File: src/rtl/norm_pkg.sv
// Shared widths, the stage-register struct and small helpers for the normalizer pipeline.
package norm_pkg;

   localparam int NORM_MW = 24;
   localparam int NORM_EW = 8;

   function automatic int clog2(input int v);
      int r;
      r = 0;
      for (int i = 0; i < 32; i++)
         if ((1 << r) < v) r = r + 1;
      return r;
   endfunction

   // Count must reach MW itself (all-zero mantissa), hence MW+1 codes.
   localparam int NORM_LZW = clog2(NORM_MW + 1);

   typedef struct packed {
      logic                sign;
      logic [NORM_EW-1:0]  exp;
      logic [NORM_MW-1:0]  mant;
      logic                zero;
      logic                subn;
   } norm_t;

   // Leading zeros of one byte, 8 when the byte is empty.
   function automatic logic [3:0] lzc8(input logic [7:0] b);
      logic [3:0] n;
      n = 4'd8;
      for (int i = 0; i < 8; i++)
         if (b[i]) n = 4'(7 - i);
      return n;
   endfunction

endpackage

File: src/rtl/lzc_w.sv
// Leading-zero counter: per-byte leaves combined by priority, MSB byte first.
module lzc_w
   import norm_pkg::*;
#(
   parameter int MW  = NORM_MW,
   parameter int LZW = NORM_LZW
) (
   input  logic [MW-1:0]  din,
   output logic [LZW-1:0] lz
);

   localparam int NB = MW / 8;

   logic [3:0]    leaf_cnt [NB];
   logic [NB-1:0] leaf_nz;

   genvar gi;
   generate
      for (gi = 0; gi < NB; gi++) begin : g_leaf
         assign leaf_cnt[gi] = lzc8(din[MW-1-8*gi -: 8]);
         assign leaf_nz[gi]  = |din[MW-1-8*gi -: 8];
      end
   endgenerate

   // Walk from the least significant byte up so the most significant non-empty byte wins.
   always_comb begin
      lz = LZW'(MW);
      for (int i = NB - 1; i >= 0; i--)
         if (leaf_nz[i]) lz = LZW'(8 * i) + LZW'(leaf_cnt[i]);
   end

endmodule

File: src/rtl/norm_shift_pipe.sv
// Two-stage normalizer: S1 registers the operand and its leading-zero count, S2 the
// shifted/clamped result. Stage data widths follow the norm_pkg defaults.
module norm_shift_pipe
   import norm_pkg::*;
#(
   parameter int MW  = NORM_MW,
   parameter int EW  = NORM_EW,
   parameter int LZW = NORM_LZW
) (
   input  logic          CLK,
   input  logic          RESETn,
   input  logic          in_valid,
   output logic          in_ready,
   input  logic          in_sign,
   input  logic [EW-1:0] in_exp,
   input  logic [MW-1:0] in_mant,
   output logic          out_valid,
   input  logic          out_ready,
   output logic          out_sign,
   output logic [EW-1:0] out_exp,
   output logic [MW-1:0] out_mant,
   output logic          out_zero,
   output logic          out_subn
);

   logic           rst_done_q, rst_done_d;
   logic           s1_valid_q, s1_valid_d;
   logic           s1_sign_q,  s1_sign_d;
   logic [EW-1:0]  s1_exp_q,   s1_exp_d;
   logic [MW-1:0]  s1_mant_q,  s1_mant_d;
   logic [LZW-1:0] s1_lz_q,    s1_lz_d;
   logic           s2_valid_q, s2_valid_d;
   norm_t          s2_q,       s2_d;

   logic           s1_adv, s2_adv;
   logic [LZW-1:0] in_lz;
   logic [EW:0]    eff, lz_ext;
   logic [LZW-1:0] shamt;
   norm_t          res;

   lzc_w #(.MW(MW), .LZW(LZW)) u_lzc (
      .din (in_mant),
      .lz  (in_lz)
   );

   always_comb begin
      s2_adv   = ~s2_valid_q | out_ready;
      s1_adv   = ~s1_valid_q | s2_adv;
      // Held low until the first edge after reset release.
      in_ready = rst_done_q & s1_adv;
   end

   // Subnormal clamp: never shift further than leaves the biased exponent at 1.
   always_comb begin
      eff    = (s1_exp_q == '0) ? (EW+1)'(1) : {1'b0, s1_exp_q};
      lz_ext = (EW+1)'(s1_lz_q);
      shamt  = '0;
      res    = '0;
      res.sign = s1_sign_q;
      if (s1_mant_q == '0) begin
         res.zero = 1'b1;
      end else if (eff > lz_ext) begin
         shamt   = s1_lz_q;
         res.exp = EW'(eff - lz_ext);
      end else begin
         shamt    = LZW'(eff - (EW+1)'(1));
         res.subn = 1'b1;
      end
      res.mant = s1_mant_q << shamt;
   end

   always_comb begin
      rst_done_d = 1'b1;
      s1_valid_d = s1_valid_q;
      s1_sign_d  = s1_sign_q;
      s1_exp_d   = s1_exp_q;
      s1_mant_d  = s1_mant_q;
      s1_lz_d    = s1_lz_q;
      s2_valid_d = s2_valid_q;
      s2_d       = s2_q;
      if (s1_adv) begin
         s1_valid_d = in_valid & in_ready;
         if (in_valid & in_ready) begin
            s1_sign_d = in_sign;
            s1_exp_d  = in_exp;
            s1_mant_d = in_mant;
            s1_lz_d   = in_lz;
         end
      end
      if (s2_adv) begin
         s2_valid_d = s1_valid_q;
         if (s1_valid_q) s2_d = res;
      end
   end

   always_ff @(posedge CLK or negedge RESETn) begin
      if (!RESETn) begin
         rst_done_q <= 1'b0;
         s1_valid_q <= 1'b0;
         s1_sign_q  <= 1'b0;
         s1_exp_q   <= '0;
         s1_mant_q  <= '0;
         s1_lz_q    <= '0;
         s2_valid_q <= 1'b0;
         s2_q       <= '0;
      end else begin
         rst_done_q <= rst_done_d;
         s1_valid_q <= s1_valid_d;
         s1_sign_q  <= s1_sign_d;
         s1_exp_q   <= s1_exp_d;
         s1_mant_q  <= s1_mant_d;
         s1_lz_q    <= s1_lz_d;
         s2_valid_q <= s2_valid_d;
         s2_q       <= s2_d;
      end
   end

   assign out_valid = s2_valid_q;
   assign out_sign  = s2_q.sign;
   assign out_exp   = s2_q.exp;
   assign out_mant  = s2_q.mant;
   assign out_zero  = s2_q.zero;
   assign out_subn  = s2_q.subn;

endmodule
File: config.mk
export PLATFORM = sky130hd
export DESIGN_NAME = norm_shift_pipe
export DESIGN_NICKNAME = d
export VERILOG_FILES = /design/src/rtl/norm_pkg.sv /design/src/rtl/lzc_w.sv /design/src/rtl/norm_shift_pipe.sv
export SDC_FILE = /design/constraint.sdc
export NUM_CORES = 1
export LEC_CHECK = 0
export CAP_MARGIN = 20
export CORE_UTILIZATION = 50
export CTS_CLUSTER_SIZE = 12
export DETAILED_ROUTE_END_ITERATION = 10
export GPL_TIMING_DRIVEN = 0
export MAX_ROUTING_LAYER = met4
export PLACE_DENSITY = 0.86
export SYNTH_ARGS = -nofsm -noshare
export SYNTH_HDL_FRONTEND = slang
export SYNTH_SLANG_ARGS = --single-unit
File: constraint.sdc
create_clock -name CLK -period 5.5 [get_ports CLK]
set_input_delay 1.1 -clock CLK [delete_from_list [all_inputs] [get_ports CLK]]
set_output_delay 1.1 -clock CLK [all_outputs]
set_load 0.01 [all_outputs]
; ---- After elaboration in Yosys (flattened, before gate mapping)
; Index checks and enable logic that the tools add are counted.
[totals]
latch_bits = 0
mem_bits_ro = 0
mem_count = 0
word_cells = 66
mem_bits_rw = 0
reg_bits = 76
inputBits = 37
[op_classes]
n_eq_ne = 0
n_mux = 35
bitwise = 6
shift = 1
n_div = 0
reduce_logical = 7
order_cmp = 1
n_addsub = 4
n_mul = 0
[ops]
columns = op, count
row1 = 2-to-1 mux 4 bit, 24
row2 = 2-to-1 mux 5 bit, 5
row3 = zero test 24 bit, 1
row4 = 2-to-1 mux 8 bit, 3
row5 = OR reduction 8 bit, 3
row6 = left shift 24 x 5 -> 24 bit, 1
row7 = > comparator 8 x 5 -> 1 bit, 1
row8 = zero test 8 bit, 1
row9 = subtractor 8 x 5 -> 8 bit, 1
row10 = "adder 4 x 4 -> 5 bit, first input constant", 1
row11 = "adder 5 x 4 -> 5 bit, first input constant", 1
row12 = "subtractor 5 x 1 -> 5 bit, second input constant", 1
row13 = AND reduction 2 bit, 2
row14 = 2-to-1 mux 1 bit, 3
row15 = bitwise AND 1 bit, 2
row16 = NOT 1 bit, 2
row17 = OR 1 bit, 2

; ---- Depth between registers and ports, before layout
; Gate-level depths: netlist of run 1.
[depth]
ltp_word = 12
mapped_depth = 16
mapped_depth_nobuf = 13

; ---- Cells and area by module
; Synthesis of run 1 repeated with hierarchy kept, for this count alone.
[hier_totals]
hier_cells = 520
hier_area_um2 = 4951.0
[by_module_without_submodules]
columns = module, n_inst, area_per_inst_um2, cells_per_inst
row1 = norm_shift_pipe, 1, 4670.7, 475
row2 = lzc_w, 1, 280.3, 45

; ---- Worst setup path after synthesis of run 1
; Ideal clock, no wire load.
[synth_timing]
path_type = reg2reg
start = register s1_exp_q[1]
end = register s2_q, in the netlist out_mant[15]
required_time_ns = 5.378
setup_ns = 0.122
arrival_ns = 3.256
synth_period_minus_slack_ns = 3.377
n_path_buf = 1
stages_incl_launch_ff = 15
path_slack_ns = 2.123
path_cell_list = dfrtp_1 nor3_1 a21oi_1 ha_1 inv_1 fa_1 a21o_1 a211oi_4 buf_6 nor4_1 a211o_1 a221o_1 o22ai_2 nand2_1 a32o_1
[synth_via]
elab_chain_len = 6
word_cells_on_any_way = 7
classes_between = 1 x add/sub / 1 x order compare / 1 x shift / 3 x mux / 1 x reduce/logical
[synth_lines]
columns = item, line_no
row1 = from (decl), norm_shift_pipe.sv:29  ; logic [EW-1:0] s1_exp_q, s1_exp_d;
row2 = from (signal assigned), norm_shift_pipe.sv:110  ; s1_exp_q <= s1_exp_d;
row3 = zero test 8 bit, norm_shift_pipe.sv:55  ; eff = (s1_exp_q == '0) ? (EW+1)'(1) : {1'b0, s1_exp_q};
row4 = 2-to-1 mux 8 bit (*), norm_shift_pipe.sv:55
row5 = > comparator 8 x 5 -> 1 bit / subtractor 5 x 1 -> 5 bit (equally long branches), "norm_shift_pipe.sv:62, norm_shift_pipe.sv:66"
row6 = 2-to-1 mux 5 bit (*), norm_shift_pipe.sv:62  ; end else if (eff > lz_ext) begin
row7 = 2-to-1 mux 5 bit (*), norm_shift_pipe.sv:60  ; if (s1_mant_q == '0) begin
row8 = left shift 24 x 5 -> 24 bit (*), norm_shift_pipe.sv:69  ; res.mant = s1_mant_q << shamt;
row9 = to (signal assigned), norm_shift_pipe.sv:105  ; s2_q <= '0;
row10 = to (signal assigned), norm_shift_pipe.sv:114  ; s2_q <= s2_d;
row11 = to (decl), norm_shift_pipe.sv:33  ; norm_t s2_q, s2_d;
; Every way passes the cells marked *; elsewhere a longest branch is shown, timed or not.
; A chain may end at the register's enable or synchronous reset.

; ---- Final worst setup path of run 1
[layout_timing]
start = register s1_exp_q[5]
end = register s2_q, in the netlist out_mant[20]
; Same word-level chain as after synthesis.

==> results of run 1 <==
-- state kept, by name, summed over array words and instances, names as in the netlist --
register	flops
s1_lz_q	5
s1_exp_q	8
out_subn	1
out_mant	24
out_exp	8
out_sign	1
s1_sign_q	1
s1_valid_q	1
s1_mant_q	24
rst_done_q	1
out_zero	1
out_valid	1
-- routing by layer --
metal	vias up	wire (um)	global-route usage (%)	share of wire (%)
met2	241	7110	50.4	47
met1	2336	6560	40.2	44
met3	33	940	4.38	6.3
met5	-	0	-	0
li1	2259	-	-	-
met4	0	375	11.6	2.5
-- cell usage after synthesis (3+ instances only) --
library cell,count,area [um2]
a2111oi_0,3,26.3
a211o_1,5,43.8
a211oi_1,23,173
a211oi_4,3,60.1
a21o_1,7,52.6
a21oi_1,32,160
a221oi_1,11,96.3
a22o_1,4,35.0
a22oi_1,7,52.6
a311o_1,5,50.1
a31oi_1,10,62.6
and2_1,3,18.8
buf_2,14,70.1
buf_6,4,45.0
clkbuf_1,15,56.3
dfrtp_1,76,1900
ha_1,6,75.1
inv_1,16,60.1
mux2_2,30,338
mux2i_1,10,100
nand2_1,69,259
nand2b_1,4,25.0
nand3_1,6,30.0
nor2_1,45,169
nor3_1,15,75.1
nor4_1,12,75.1
o211ai_1,7,52.6
o21ai_0,33,165
o31ai_1,11,82.6
or3_1,3,18.8
xnor2_1,5,43.8
xor2_1,3,26.3
-- how the worst max path moves through the flow --
stage                      startpoint           end  slack (ps)
final                     s1_exp_q[5]  out_mant[20]        1330
after global routing      s1_exp_q[1]  out_mant[20]        1020
after CTS                 s1_exp_q[5]  out_mant[20]        1380
after detailed placement  s1_exp_q[5]  out_mant[20]        1410
after global placement         RESETn   out_mant[2]         810
after floorplan           s1_exp_q[1]  out_mant[15]        2120
-- power by group --
group | switching, mW | internal, mW
combinational | 0.575 | 0.516
sequential | 0.133 | 0.710
clock | 0.216 | 0.210
-- critical path, stage by stage, from the launching register on --
cell and delay (ps):
dfrtp_1 460, nor4_1 460, a21oi_1 230, ha_1 250, inv_1 90, fa_1 210
a21o_1 220, a211o_1 180, buf_6 150, nand2_2 110, buf_6 170, a211oi_1 570
buf_2 360, nor3_1 100, a221oi_1 360, a31oi_1 130
-- cell type report --
type                       count  area [um2]
multi-input combinational    423        2830
timing repair buffer          74         756
fill                         881        3630
buffer                        36         190
clock buffer                  10         128
sequential                    76        1900
inverter                      16        60.1
tap                          133         166
clock inverter                 6        65.1
-- placed cells by master, fill, tap and decap left out, types with 4 or more instances in the layout --
cell type	count
a221oi_1	11
clkdlybuf4s50_1	72
mux2_2	30
nand2_1	69
nor3_1	15
a21oi_1	32
mux2i_1	10
o211ai_1	7
clkbuf_1	16
a22o_1	4
a21o_1	7
buf_2	14
nand2b_1	4
dfrtp_1	76
ha_1	6
o21ai_0	33
a211oi_1	23
o31ai_1	11
buf_6	4
nand3_1	6
inv_1	16
a31oi_1	10
a22oi_1	7
a311o_1	5
nor4_1	12
a211o_1	5
xnor2_1	5
nor2_1	45
clkbuf_8	9
-- stage by stage --
step,cells,worst slack (ps)
after floorplan,551,2120
after global placement,757,808
after detailed placement,758,1410
after CTS,774,1380
after global routing,774,1020
final,774,1330
-- logic make-up (layout without fill, tap and decap cells) --
logic type               after synthesis  after routing
AO/OA/AOI/OAI                        195            195
other                                  1              1
flip-flops                            76             76
adder cells (fa/ha/maj)                7              7
multiplexers                          40             40
XOR/XNOR                               8              8
buffers and inverters                 52            142
AND/OR/NAND/NOR                      172            172
==> impl_results.md, run 1 <==
- Status: finished clean
- Core area: 0.00973 mm2
- Final setup fails: 0
- DR iter-0 viols: 407
- Largest net degree at the start of global routing: 74
- Antenna fix cells: 0
- Max Cap Viol: 0
- Initial antenna violation count: 0
- Die Ht: 102 um
- Synth cell types: 72
- Syn Nets: 595
- Avg Inst Size Synth: 9.04 um2
- Synth async-reset ratio: 100%
- Post-synthesis simple-gate area fraction: 15.8%
- Max Root-Sink Buffers: 2
- Root Buffer Master: clkbuf_8
- WL per Instance: 19.4 um
- Routed via count: 4869
- Post-DP HPWL: 11.6 mm
- Share of cells above drive strength 1: 13.1%
- Post-layout util: 62.7%
- Yosys reg bits: 76
- FP Rows: 36
- Sequential fraction of the synthesis area: 38.2%
- Final ANT Viol Nets: 0
- Adder-cell share of the synthesized area: 1.91%
- Die ar.: 0.0104 mm2
- Total power: 2.36 mW
- I/O pins: 74
- Grt ovf: 0
- Worst Hold Path Cells: 2
- Slew headroom: 41.4%
- Synth Area in XOR/XNOR: 1.41%
- CTS Buf Count: 9
- Worst hold slack: 477 ps
- RR Endpoint: out_mant[20]
- Slew @ Worst Pin: 869 ps
- DRC Markers: 0
- Cell Area, Placed: 0.00591 mm2
- Final instance area: 0.00610 mm2
- Die width: 102 um
- Vias in the first global route: 4663
- Total GRT Usage: 31.3%
- Worst-path clk slew: 90 ps
- CTS Hold Bufs: 0
- TritonRoute pass-1 iters: 5
- Worst clock skew: 15.5 ps
- Slew Limit Fails: 0
- CP Launch Type: register
- Setup TNS: 0 ps
- Clock Sinks: 76
- Hold Crit Class: register to register
- Unrepaired setup endpoints after global routing: no
- First-pass GRT wire length: 24.0 mm
- Mean number of vias per cell: 6.29
- CTS tree: built
- Initial Utilization: 51.2%
- Warnings, synthesis: 0
- Routed WL: 15.0 mm
- Fin crit share: 75.9%
- Worst skew pair latency: 360 ps
- Mux share of post-synthesis cell area: 8.79%
- Post-layout min period: 4170 ps
- Worst r2r src: s1_exp_q[5]
- VDD IR max: 0.000159 V
- Worst Min Path Start: out_zero
- Final RePlAce weighted congestion: 0.941
- Compound-gate portion of the synthesized area: 28.9%
- PD cells: 387 mW/mm2
- Crit end category: register
- Final Hold Viols: 0
- R2r worst-path depth: 15
- Port buffer count: 73
- Post-synth design cell area: 0.00498 mm2
- Fmax: 240 MHz
- Syn-to-layout area delta: 22.4%
- Largest family of logic cells by synthesized area: compound AO/OA/AOI/OAI gates
- R2r setup slk: 1330 ps
- Crit path max fanout: 10
- Post-synth EDFFs: 0
- H-tree Lvls: 3
- Crit path required time: 5720 ps
- Most common flop cell mapped by yosys: dfrtp_1
- Cell leakage power: 2.42 nW
- Post-CTS sizing: 0
- Mapped Cells: 551
- Setup Fix Bufs, Post-CTS: 0
- Crit Path Category: register to register
- Hold-critical path endpoint: out_zero
- Crit path arrival time: 4390 ps
- Fin nets: 680
Note: power is estimated with default switching activity, not from simulation.
==> run 2, diff against run 1 <==
PLACE_DENSITY = 0.88   (was 0.86)
clock period = 3.7 ns   (was 5.5 ns; I/O delays follow)
==> impl_results.md, run 2 (synthesized netlist as in run 1, its figures left out) <==
- PD cells: 562 mW/mm2
- Crit path max fanout: 6
- Worst Hold Path Cells: 2
- CP Launch Type: register
- DR iter-0 viols: 401
- Worst-path clk slew: 80 ps
- Initial Utilization: 51.2%
- Slew Limit Fails: 0
- Total GRT Usage: 31.6%
- Worst Min Path Start: s1_sign_q
- Hold-critical path endpoint: out_sign
- Worst skew pair latency: 360 ps
- Crit end category: register
- Slew headroom: 37.8%
- Max Cap Viol: 0
- Die ar.: 0.0104 mm2
- Slowest cell on the critical path: dfrtp_2
- FP Rows: 36
- Post-DP HPWL: 11.9 mm
- First-pass GRT wire length: 23.9 mm
- Commonest non-fill, non-tap cell in the layout: clkdlybuf4s50_1
- Fin nets: 693
- Vias in the first global route: 4587
- Fin worst setup slack: 61.2 ps
- Hold Crit Class: register to register
- Crit. Startpoint: s1_exp_q[6]
- Final setup fails: 0
- R2r setup slk: 60 ps
- RR Endpoint: out_mant[15]
- Core area: 0.00973 mm2
- Antenna fix cells: 0
- Die Ht: 102 um
- Worst clock skew: 10.8 ps
- Initial antenna violation count: 0
- Fmax: 275 MHz
- Crit path arrival time: 3880 ps
- CTS tree: built
- TritonRoute pass-1 iters: 6
- Root Buffer Master: clkbuf_8
- Post-layout min period: 3640 ps
- I/O pins: 74
- Cell Count, Final, Fillers Out: 786
- Critical Path, Cell by Cell: nor4_4 > a21oi_2 > ha_1 > inv_1 > fa_2 > a21o_1 > a211oi_4 > buf_4 > buf_6 > nor4_1 > a211o_1 > a221o_1 > o22ai_4 > nand2_1 > a32o_1
- Slew @ Worst Pin: 932 ps
- Grt ovf: 0
- Total power: 3.63 mW
- CP peak stage delay: 430 ps
- Worst r2r src: s1_exp_q[6]
- DRC Markers: 0
- Crit path required time: 3950 ps
- CTS Buf Count: 9
- Max Root-Sink Buffers: 2
- Port buffer count: 73
- Die width: 102 um
- CTS Hold Bufs: 0
- Pre-CTS setup slack: -397 ps
- Share of cells above drive strength 1: 21.6%
- Final ANT Viol Nets: 0
- WL per Instance: 20.4 um
- Most frequent cells in the layout: 72 x clkdlybuf4s50_1, 70 x dfrtp_1, 68 x nand2_1
- Routed via count: 4995
- Placed Instances: 757
- Unrepaired setup endpoints after global routing: yes
- Final RePlAce weighted congestion: 0.945
- Crit Path Category: register to register
- Status: finished clean
- Fin crit share: 98.3%
- Cell leakage power: 2.53 nW
- Mean number of vias per cell: 6.35
- Routed WL: 16.0 mm
- Largest net degree at the start of global routing: 77
- Clock Sinks: 76
- VDD IR max: 0.000224 V
- Syn-to-layout area delta: 29.7%
- Setup TNS: 0 ps
- R2r worst-path depth: 15
- H-tree Lvls: 3
- Final Hold Viols: 0
run 2: final cells by class:
class	instances	area, um2
Tap cell	133	166
Clock inverter	2	10.0
Sequential cell	76	1910
Timing Repair Buffer	87	831
Fill cell	808	3260
Buffer	36	215
Inverter	16	60.1
Multi-Input combinational cell	423	3110
Clock buffer	13	159
run 2: routing by layer:
layer  part of all wire [%]  GRT usage (%)  vias to the layer above
li1                       -              -                     2281
met1                     43           39.5                     2445
met2                     48           50.2                      216
met3                    5.8           4.17                       53
met4                    3.9           16.5                        0
met5                      0              -                        -
run 2: how the worst max path moves through the flow:
stage,endpoint,slack [ps]
floorplan,out_mant[15],320
global placement,out_mant[3],-520
detailed placement,out_mant[20],-400
CTS,out_mant[15],2
global route,out_mant[21],-40
finish,out_mant[15],60
run 2: where the power goes:
group | leakage, nW | switching [mW] | internal [mW] | total [mW]
Sequential | 0.925 | 0.206 | 1.06 | 1.26
Clock | 0.0893 | 0.291 | 0.275 | 0.566
Combinational | 1.52 | 0.954 | 0.849 | 1.80
Total | 2.53 | 1.45 | 2.18 | 3.63
run 2: through the flow:
step / instance area [um2] / hold WS (ps) / util [%]
floorplan: 4980 / 433 / -
global placement: 5880 / 449 / 60.4
detailed placement: 5880 / 473 / 60.4
CTS: 6130 / 487 / 63.0
global route: 6460 / 503 / 66.4
finish: 6460 / 479 / 66.4
run 2: worst max-delay path, delay by kind of cell (launching register included):
| kind | cells | cell delay (ps) |
|---|---|---|
| AOI/OAI and AO/OA | 7 | 1880 |
| DFF | 1 | 430 |
| buffers and inverters | 3 | 420 |
| adders and majority gates | 2 | 550 |
| and+or+nand+nor | 3 | 210 |
run 2: repair_timing:
item,4_1_cts,5_1_grt
endpoints found under the setup margin,23,19
pin swaps,3,12
gates cloned,0,1
gates resized for setup,15,57
buffers inserted,4,9
==> run 3, diff against run 2 <==
clock period = 3.1 ns   (was 3.7 ns; I/O delays follow)
==> impl_results.md, run 3 (synthesized netlist as in run 1, its figures left out) <==
- CTS Hold Bufs: 0
- Multi-input logic area: 0.00340 mm2
- RR Endpoint: out_mant[11]
- Cell Area, Placed: 0.00603 mm2
- Seq pwr share: 31.8%
- Port buffer count: 73
- DRC Markers: 0
- VDD IR max: 0.000290 V
- Fin crit share: 114%
- Hold Crit Class: primary input to asynchronous set/reset pin
- Internal: 2.87 mW
- Final Hold Viols: 0
- CTS tree: built
- Root Buffer Master: clkbuf_8
- Slew headroom: 51.5%
- Final RePlAce weighted congestion: 0.943
- Worst skew pair latency: 360 ps
- Slew Limit Fails: 0
- Fmax: 284 MHz
- Most frequent cells in the layout: 72 x clkdlybuf4s50_1, 69 x dfrtp_1, 65 x nand2_1
- Die width: 102 um
- Setup TNS: -6450 ps
- NetSw: 1.89 mW
- Sw Ratio: 39.7%
- Max Root-Sink Buffers: 2
- Largest net degree at the start of global routing: 74
- Vias in the first global route: 5014
- Mean number of vias per cell: 6.34
- Crit path required time: 3340 ps
- Antenna fix cells: 0
- TritonRoute pass-1 iters: 5
- Worst clock skew: 9.42 ps
- Crit path arrival time: 3770 ps
- Worst-path clk slew: 80 ps
- Clock Sinks: 76
- Cell leakage power: 2.85 nW
- Failing checks: negative setup slack
- Max Cap Viol: 0
- Grt ovf: 0
- Commonest non-fill, non-tap cell in the layout: clkdlybuf4s50_1
- CTS Buf Count: 9
- First-pass GRT wire length: 26.6 mm
- FF/Latch Area: 0.00191 mm2
- DR iter-0 viols: 393
- Core area: 0.00973 mm2
- R2r setup slk: -420 ps
- Crit Path Category: register to register
- Routed WL: 17.1 mm
- Crit path to: out_mant[11]
- Initial antenna violation count: 0
- H-tree Lvls: 3
- FP Rows: 36
- Crit path max fanout: 5
- Fin worst setup slack: -424 ps
- Syn-to-layout area delta: 45.1%
- CP Launch Type: register
- Clock power frac: 14.2%
- Status: finished with violations
- Post-DP HPWL: 12.0 mm
- R2r worst-path depth: 15
- Crit end category: register
- Total GRT Usage: 35.0%
- Crit. Startpoint: s1_exp_q[7]
- Unrepaired setup endpoints after global routing: yes
- Post-layout min period: 3520 ps
- Worst r2r src: s1_exp_q[7]
- Final ANT Viol Nets: 0
- WL per Instance: 20.6 um
- Initial Utilization: 51.2%
- Combinational share of power: 54.0%
- Fill cell count: 710
- Share of cells above drive strength 1: 31.9%
- Slew @ Worst Pin: 727 ps
- Final setup fails: 24
- Routed via count: 5247
- Die Ht: 102 um
- Die ar.: 0.0104 mm2
- I/O pins: 74
- Final instance area: 0.00723 mm2
- PD cells: 659 mW/mm2
- Fin nets: 735
-- run 3: cell types whose count changed in the layout (fill, tap and decap cells not counted), sizes merged --
| cell | change |
|---|---|
| buf | +43 |
| bufbuf | +1 |
| clkbuf | -2 |
| clkinvlp | +1 |
| inv | -1 |
-- run 3: routing by layer --
layer  global-route usage, %  wire [um]  vias to the layer above
met5                       -          0                        -
met4                    16.9        682                        0
met3                    6.29       1260                       64
met2                    55.3       8180                      270
met1                    43.4       6960                     2548
li1                        -          -                     2365
-- run 3: area by class of cell --
| class | count | area share [%] |
|---|---|---|
| Multi-Input combinational cell | 423 | 47.1 |
| Sequential cell | 76 | 26.4 |
| Timing Repair Buffer | 129 | 17.0 |
| Buffer | 36 | 3.96 |
| Tap cell | 133 | 2.30 |
| Clock buffer | 13 | 2.20 |
| Inverter | 16 | 0.883 |
| Clock inverter | 2 | 0.138 |
-- run 3: repair_timing --
item / 4_1_cts / 5_1_grt
pin swaps: 26 / 22
gates resized for setup: 108 / 32
cloned: 2 / 0
buffers inserted: 45 / 9
endpoints found under the setup margin: 24 / 31
-- run 3: worst min path at each step --
stage | start | end | slack (ps) | depth (start not counted)
final | RESETn | s1_mant_q[6] | 60 | 1
after global routing | RESETn | s1_mant_q[6] | 60 | 1
after CTS | RESETn | s1_mant_q[6] | 60 | 1
after detailed placement | RESETn | s1_mant_q[6] | 430 | 1
after global placement | s1_sign_q | out_sign | 450 | 2
after floorplan | RESETn | out_exp[0] | 320 | 0
-- run 3: per-stage QoR --
step | hold slack (ps) | worst slack, ps | power (mW) | utilization [%] | std cells
after global routing | 63.7 | -507 | 5.01 | 74.3 | 828
final | 59.7 | -424 | 4.77 | 74.3 | 828
after detailed placement | 432 | -648 | 3.49 | 61.9 | 758
after CTS | 59.3 | -306 | 4.58 | 72.2 | 820
after global placement | 447 | -1070 | 3.43 | 61.7 | 757
after floorplan | 324 | -90.9 | 2.63 | - | 551
-- run 3: worst max-delay path, cell delays in order, from the launching register on --
cell,delay [ps]
dfrtp_2,430
nor4_4,70
a21oi_2,190
ha_2,200
inv_2,40
fa_2,360
a21o_4,240
a211oi_4,250
buf_6,170
buf_4,160
a211oi_1,60
a311o_1,390
mux2i_2,230
mux2i_1,180
nand2b_1,180
a32o_1,260
-- run 3: power groups by stage --
stage | registers, mW | clock network, mW | logic (mW)
after detailed placement | 1.52 | 0 | 1.97
after global placement | 1.50 | 0 | 1.93
after global routing | 1.55 | 0.726 | 2.74
final | 1.52 | 0.678 | 2.57
after floorplan | 1.55 | 0 | 1.08
after CTS | 1.50 | 0.682 | 2.39
